File: src/rtl/train_detector.sv
// rtl/train_detector.sv - two-sensor train detector: sync, debounce, occupancy FSM with timeout
module train_detector #(
  parameter logic [15:0] DEB_CYCLES     = 16'd50000,
  parameter logic [31:0] TIMEOUT_CYCLES = 32'd1000000000
) (
  input  logic clk,
  input  logic rst,
  input  logic sens_a,
  input  logic sens_b,
  output logic entry,
  output logic exit,
  output logic dir,
  output logic busy,
  output logic fault
);

  localparam logic [15:0] DEB_LAST = DEB_CYCLES - 16'd1;
  localparam logic [31:0] TMO_LAST = TIMEOUT_CYCLES - 32'd1;

  typedef enum logic [1:0] {IDLE, OCC, LEAVE, FAULT} state_t;

  // Bit 0 carries sensor A, bit 1 carries sensor B throughout.
  logic [1:0]        sync1_q, sync2_q;
  logic [1:0]        deb_d, deb_q;
  logic [1:0]        deb_dly_q;
  logic [1:0][15:0]  deb_cnt_d, deb_cnt_q;
  logic [1:0]        rise, fall;

  state_t      state_d, state_q;
  logic        entry_d, entry_q;
  logic        exit_d, exit_q;
  logic        dir_d, dir_q;
  logic        fault_d, fault_q;
  logic [31:0] tmo_d, tmo_q;
  logic        tmo_hit, far_rise, far_fall;

  always_comb begin
    deb_d     = deb_q;
    deb_cnt_d = '0;
    for (int i = 0; i < 2; i++) begin
      if (sync2_q[i] != deb_q[i]) begin
        if (deb_cnt_q[i] == DEB_LAST) begin
          deb_d[i] = sync2_q[i];
        end else begin
          deb_cnt_d[i] = deb_cnt_q[i] + 16'd1;
        end
      end
    end
  end

  assign rise = deb_q & ~deb_dly_q;
  assign fall = ~deb_q & deb_dly_q;

  // The far sensor is the one opposite to the sensor that caused entry.
  assign far_rise = dir_q ? rise[0] : rise[1];
  assign far_fall = dir_q ? fall[0] : fall[1];
  assign tmo_hit  = (tmo_q == TMO_LAST);

  always_comb begin
    state_d = state_q;
    entry_d = 1'b0;
    exit_d  = 1'b0;
    dir_d   = dir_q;
    fault_d = fault_q;
    tmo_d   = tmo_q;
    case (state_q)
      IDLE: begin
        tmo_d = 32'd0;
        if (rise[0]) begin
          entry_d = 1'b1;
          dir_d   = 1'b0;
          state_d = OCC;
        end else if (rise[1]) begin
          entry_d = 1'b1;
          dir_d   = 1'b1;
          state_d = OCC;
        end
      end
      OCC: begin
        tmo_d = tmo_q + 32'd1;
        if (tmo_hit) begin
          fault_d = 1'b1;
          state_d = FAULT;
        end else if (far_rise) begin
          state_d = LEAVE;
        end
      end
      LEAVE: begin
        tmo_d = tmo_q + 32'd1;
        // A clean departure outranks a coincident timeout.
        if (far_fall) begin
          exit_d  = 1'b1;
          state_d = IDLE;
        end else if (tmo_hit) begin
          fault_d = 1'b1;
          state_d = FAULT;
        end
      end
      FAULT: begin
        fault_d = 1'b1;
      end
      default: begin
        state_d = IDLE;
      end
    endcase
  end

  always_ff @(posedge clk or negedge rst) begin
    if (!rst) begin
      sync1_q   <= '0;
      sync2_q   <= '0;
      deb_q     <= '0;
      deb_dly_q <= '0;
      deb_cnt_q <= '0;
      state_q   <= IDLE;
      entry_q   <= 1'b0;
      exit_q    <= 1'b0;
      dir_q     <= 1'b0;
      fault_q   <= 1'b0;
      tmo_q     <= 32'd0;
    end else begin
      sync1_q   <= {sens_b, sens_a};
      sync2_q   <= sync1_q;
      deb_q     <= deb_d;
      deb_dly_q <= deb_q;
      deb_cnt_q <= deb_cnt_d;
      state_q   <= state_d;
      entry_q   <= entry_d;
      exit_q    <= exit_d;
      dir_q     <= dir_d;
      fault_q   <= fault_d;
      tmo_q     <= tmo_d;
    end
  end

  assign entry = entry_q;
  assign exit  = exit_q;
  assign dir   = dir_q;
  assign busy  = (state_q != IDLE);
  assign fault = fault_q;

endmodule

File: config.mk
export PLATFORM = sky130hd
export DESIGN_NAME = train_detector
export DESIGN_NICKNAME = d
export VERILOG_FILES = /design/src/rtl/train_detector.sv
export SDC_FILE = /design/constraint.sdc
export NUM_CORES = 1
export LEC_CHECK = 0
export CAP_MARGIN = 20
export CORE_ASPECT_RATIO = 0.8
export CORE_MARGIN = 5
export CORE_UTILIZATION = 52
export CTS_BUF_LIST = sky130_fd_sc_hd__clkbuf_4 sky130_fd_sc_hd__clkbuf_8 sky130_fd_sc_hd__clkbuf_16
export CTS_CLUSTER_DIAMETER = 50
export DETAILED_ROUTE_END_ITERATION = 6
export PLACE_DENSITY = 0.78
export SYNTH_ARGS = -nofsm -noshare
export SYNTH_HDL_FRONTEND = slang
export SYNTH_SLANG_ARGS = --single-unit
File: constraint.sdc
create_clock -name clk -period 1.7 [get_ports clk]
set_input_delay 0.34 -clock clk [delete_from_list [all_inputs] [get_ports clk]]
set_output_delay 0.34 -clock clk [all_outputs]
set_load 0.02 [all_outputs]
==> results.toml, run 1 <==
[logic_synthesis]
ys_types = 41
synth_seq_area_share = 0.507
ys_seq_elements = 78
netlist_area_sq_um = 3850
syn_avg_cell_area_sq_um = 9.99
ys_warn_count = 0
synth-edff-count = 0
synth_ff_type = "dfrtp_1"
synth_nets = 398
syn_inst = 385
async_reset_ff_frac = 1.00

[global_routing]
overflow = 0
grt_pass1_vias = 2900
grt_usage = 0.180
use_met3 = 0.0541
use_met1 = 0.242
antenna_found_initial = 0
grt.busiest_layer = "met2"
use_met2 = 0.280
grt_max_degree = 31
grt_pass1_wl_um = 13200

[layout]
regArea_sq_um = 1960
nFillCells = 569
stdcell_count = 545
finalInstanceArea_sq_um = 4720
layout_commonest_cell = "dfrtp_1"
area_growth_pct = 22.7
drive_gt1_frac = 0.235
antenna_cells = 0
layout_common_cells = "74 x dfrtp_1, 68 x nor2_1, 51 x buf_4"
nets = 463
multi_input_area_sq_um = 1950

[timing]
fin_crit_ns = 1.74
clock_skew_ns = 0.0123
whs_ns = 0.353
setup_viol = 2
fmax_mhz = 575
rsz0062_at_grt = "true"
min_period_over_period = 1.02
worst_slew_pin_slew_ns = 0.376
finalHoldViolCount = 0
fin_ws_ns = -0.0384
maxSlewHeadroom = 0.749
slew_violations = 0

[drt]
dr_total_vias = 2970
drc = 0
ant_nets = 0
dr.pass1.iters = 4
wirelength_um = 7690
wl_per_cell_um = 14.1
first_iter_violations = 110
viasPerCell = 5.45

[run]
max_cap_viol_count = 0

[placed_design]
dp_cells = 523
io_buffers = 8
dp_hpwl_um = 5580
dpl-instance-area_sq_um = 4390
pre_cts_slack_ns = -0.0699
gp_congestion = 0.917

[power]
power_density_nw_per_um2 = 687
peakVddDrop_mv = 0.456
p_leak_nw = 2.12

[floorplan]
die_h_um = 86.9
core_area_sq_um = 7290
io_pins = 9
rows = 28
initial_core_util = 0.528
die_w_um = 106
die_area_sq_um = 9230

[setup_path]
cp.arrival_ns = 1.98
critPathCaptureType = "register"
startpoint_type = "register"
r2r_slack_ns = -0.04
path_class = "register to register"
rr_startpoint = "state_q[1]"
required_ns = 1.94
worst_r2r_endpoint = "tmo_q[21]"
reg2regPathDepth = 7
cp_max_fo = 5

[worst_hold_path]
worstHoldEndpoint = "sync2_q[1]"
hold_path_depth = 0
hp-start = "sync1_q[1]"
hold_class = "register to register"

[run_status]
failed_checks = "negative setup slack"
status = "complete, but fails checks"

[clock_tree]
clock-sinks = 78
path_clk_slew_ns = 0.09
cts_made_buffers = 9
clk_latency_ns = 0.36
root_buffer = "clkbuf_8"
clockBufferDepth = 2
cts_tree = "yes"
h-tree-depth = 3
-- through the flow --
stage	TNS, ns	util	power (mW)
after global routing	-1.46	0.648	3.40
after floorplan	-0.0976	-	1.94
after global placement	-0.00103	0.603	2.01
after detailed placement	-0.172	0.603	2.01
final	-0.0550	0.648	3.24
after CTS	-0.130	0.632	3.29
-- Yosys cell counts, drive strengths merged (8+ instances only) --
library cell  count  area, sq um
nand2            30          113
nor2             71          267
a21oi             8         40.0
and3              8         50.1
nand3            24          125
ha                9          113
xnor2            16          140
xor2             37          324
o21ai            12         60.1
nand4            18          131
dfrtp            78         1950
nor3             11         60.1
inv               8         30.0
-- layer usage --
metal  vias up  share of wire
met2        49           0.47
met3         9          0.040
met1      1458           0.48
met5         -              0
met4         0          0.013
li1       1454              -
-- worst max-delay path by stage --
stage	start	endpoint	slack [ns]	depth (start not counted)
after global placement	state_q[1]	tmo_q[28]	-0.001	6
final	state_q[1]	tmo_q[21]	-0.04	7
after detailed placement	state_q[1]	tmo_q[28]	-0.07	6
after floorplan	state_q[0]	tmo_q[28]	-0.1	6
after global routing	state_q[0]	tmo_q[21]	-0.16	7
after CTS	state_q[1]	tmo_q[21]	-0.06	7
-- state kept, by name (all words and copies together) (netlist names) --
register   count
deb_cnt_q     32
tmo_q         32
deb_dly_q      2
deb_q          2
state_q        2
sync1_q        2
sync2_q        2
dir            1
entry          1
exit           1
fault          1
-- cell type report --
class	count	share of cell area
clock buffers	9	0.0262
clock inverters	7	0.0125
inverters	8	0.00636
flip-flops and latches	78	0.414
well taps	90	0.0238
multi-input cells	293	0.413
repair buffers	60	0.103
-- report_power, final --
| group | internal, mW | switching (mW) |
|---|---|---|
| sequential | 1.87 | 0.0122 |
| combinational | 0.0322 | 0.0559 |
| clock | 0.549 | 0.723 |
-- critical path, stage by stage, from the launching register on --
cell	delay, ns
dfrtp_2	0.45
ha_4	0.18
and4b_1	0.29
nor4b_4	0.20
buf_4	0.19
nand4_1	0.10
xor2_1	0.15
nor2_1	0.06
-- kinds of logic (layout without fill, tap and decap cells) --
kind of cell,count (synthesis),in the layout,share of synthesized area
buffers and inverters,14,84,0.0137
flip-flops,78,78,0.507
adder cells (fa/ha/maj),9,9,0.0293
multiplexers,4,4,0.0111
XOR/XNOR,53,53,0.121
AND/OR/NAND/NOR,199,199,0.276
AO/OA/AOI/OAI,28,28,0.0420
-- timing repair --
item | 4_1_cts | 5_1_grt
setup endpoints to repair | 13 | 30
pin swaps | 5 | 12
gates resized for setup | 10 | 25
setup buffers | 1 | 4
hold endpoints to repair | 27 | 0
hold buffers | 1 | 0
No activity file was read; power rests on OpenSTA's default activity.
==> run 2: changes to the inputs <==
--- a/config.mk
+++ b/config.mk
@@ -6,13 +6,13 @@
 export NUM_CORES = 1
 export LEC_CHECK = 0
 export CAP_MARGIN = 20
-export CORE_ASPECT_RATIO = 0.8
 export CORE_MARGIN = 5
-export CORE_UTILIZATION = 52
+export CORE_UTILIZATION = 38
 export CTS_BUF_LIST = sky130_fd_sc_hd__clkbuf_4 sky130_fd_sc_hd__clkbuf_8 sky130_fd_sc_hd__clkbuf_16
 export CTS_CLUSTER_DIAMETER = 50
 export DETAILED_ROUTE_END_ITERATION = 6
-export PLACE_DENSITY = 0.78
+export GPL_TIMING_DRIVEN = 0
+export PLACE_DENSITY = 0.62
 export SYNTH_ARGS = -nofsm -noshare
 export SYNTH_HDL_FRONTEND = slang
 export SYNTH_SLANG_ARGS = --single-unit
==> run 2 against run 1 <==
  * The flow still finishes with violations (negative setup slack)
  * Power rose by 3.8%
  * Flip-flop and latch count did not move
  * Sequential share of layout area fell by 0.12 points
  * Clock skew fell by 0.0073 ns
  * Register-to-register slack barely moved
  * Cell area rose by 0.74%
  * Core utilization fell by 16 points
  * Combinational power fell by 9.4%
  * Largest cell class is now multi-input combinational cells
==> results.toml, run 2 (same netlist as run 1, synthesis figures left out) <==
[run_status]
status = "complete, but fails checks"
failed_checks = "negative setup slack"

[worst_hold_path]
hold_class = "register to register"
hold_path_depth = 0
worstHoldEndpoint = "sync2_q[0]"
hp-start = "sync1_q[0]"

[setup_path]
cpLargestDelayFamily = "simple AND/OR/NAND/NOR gates"
reg2regPathDepth = 7
cp.arrival_ns = 2.03
worst_r2r_endpoint = "tmo_q[18]"
path_class = "register to register"
path_cells = "ha_4 -> nand3b_1 -> nor4_4 -> buf_4 -> nand4_1 -> xor2_1 -> nor2_1"
cp_max_fo = 6
r2r_slack_ns = -0.04
startpoint_type = "register"
cp_slowest_cell = "dfrtp_2"
path_buf_inv = 1
critPathCaptureType = "register"
rr_startpoint = "state_q[0]"
slowest_delay_ns = 0.45
required_ns = 1.99
crit_start = "state_q[0]"

[global_routing]
grt_usage = 0.133
antenna_found_initial = 0
grt_max_degree = 43
grt_pass1_vias = 2810
overflow = 0
grt_pass1_wl_um = 13400

[power]
p_leak_nw = 2.05
peakVddDrop_mv = 0.721
power_density_nw_per_um2 = 707

[timing]
fmax_mhz = 574
slew_violations = 0
rsz0062_at_grt = "true"
fin_setup_tns_ns = -0.146
min_period_over_period = 1.02
whs_ns = 0.363
fin_crit_ns = 1.74
setup_viol = 7
finalHoldViolCount = 0
maxSlewHeadroom = 0.682
worst_slew_pin_slew_ns = 0.476
clock_skew_ns = 0.00499
fin_ws_ns = -0.0407

[run]
max_cap_viol_count = 0

[drt]
dr.pass1.iters = 4
drc = 0
first_iter_violations = 170
wl_per_cell_um = 13.5
wirelength_um = 7710
ant_nets = 0
dr_total_vias = 2870
viasPerCell = 5.02

[floorplan]
rows = 36
die_w_um = 111
die_area_sq_um = 12200
die_h_um = 111
core_area_sq_um = 9820
initial_core_util = 0.392
io_pins = 9

[layout]
antenna_cells = 0
layout_commonest_cell = "nor2_1"
final_util = 0.484
nets = 447
drive_gt1_frac = 0.241
area_growth_pct = 23.6
layout_common_cells = "69 x nor2_1, 67 x dfrtp_1, 37 x xor2_1"
top_regs = "deb_cnt_q (32), tmo_q (32)"

[placed_design]
pre_cts_slack_ns = -0.399
io_buffers = 8
gp_congestion = 0.849
dp_hpwl_um = 4910

[clock_tree]
path_clk_slew_ns = 0.08
cts_tree = "yes"
h-tree-depth = 3
clock-sinks = 78
clockBufferDepth = 2
cts_made_buffers = 9
root_buffer = "clkbuf_8"
clk_latency_ns = 0.35
[run 2: area by class of cell]
cell class | count | area, sq um
plain buffers | 3 | 20.0
clock buffers | 9 | 124
clock inverters | 7 | 72.6
fillers | 928 | 5060
inverters | 8 | 35.0
multi-input cells | 293 | 2020
flip-flops and latches | 78 | 1970
well taps | 133 | 166
repair buffers | 41 | 350
[run 2: repair_timing]
action | CTS | global route
resized for setup | 44 | 27
endpoints found under the hold margin | 36 | 0
pin swaps | 10 | 9
hold buffers | 1 | 0
buffers inserted | 16 | 15
setup endpoints to repair | 49 | 49
[run 2: worst max path at each step]
stage                           end  slack, ns  cells past startpoint
final                     tmo_q[18]      -0.04                      7
after global routing      tmo_q[31]      -0.15                      5
after CTS                 tmo_q[27]      -0.05                      7
after detailed placement  tmo_q[19]      -0.40                      5
after global placement    tmo_q[27]      -2.45                      1
after floorplan           tmo_q[28]       -0.1                      6
[run 2: routing by layer]
metal,part of all wire,GRT usage
met3,0.036,0.0394
met5,0,0
met4,0.018,0.0427
met2,0.49,0.213
met1,0.46,0.173
[run 2: worst reg2reg max path, stage by stage, from the launching register on]
cell and delay [ns]:
dfrtp_2 0.45, ha_4 0.19, nand3b_1 0.21, nor4_4 0.24, buf_4 0.21, nand4_1 0.12, xor2_1 0.16, nor2_1 0.09
[run 2: per-stage QoR]
stage                     cells  power, mW  area (sq um)
after floorplan             385       1.94          3870
after global placement      526       1.99          4120
after detailed placement    527       2.00          4130
after CTS                   558       3.43          4570
after global routing        572       3.52          4760
final                       572       3.36          4760
[run 2: power by group]
part	internal, mW	total (mW)	leakage, nW	switching [mW]
Combinational	0.0240	0.0797	0.897	0.0557
Sequential	1.87	1.88	1.06	0.0125
Clock	0.683	1.40	0.0960	0.720
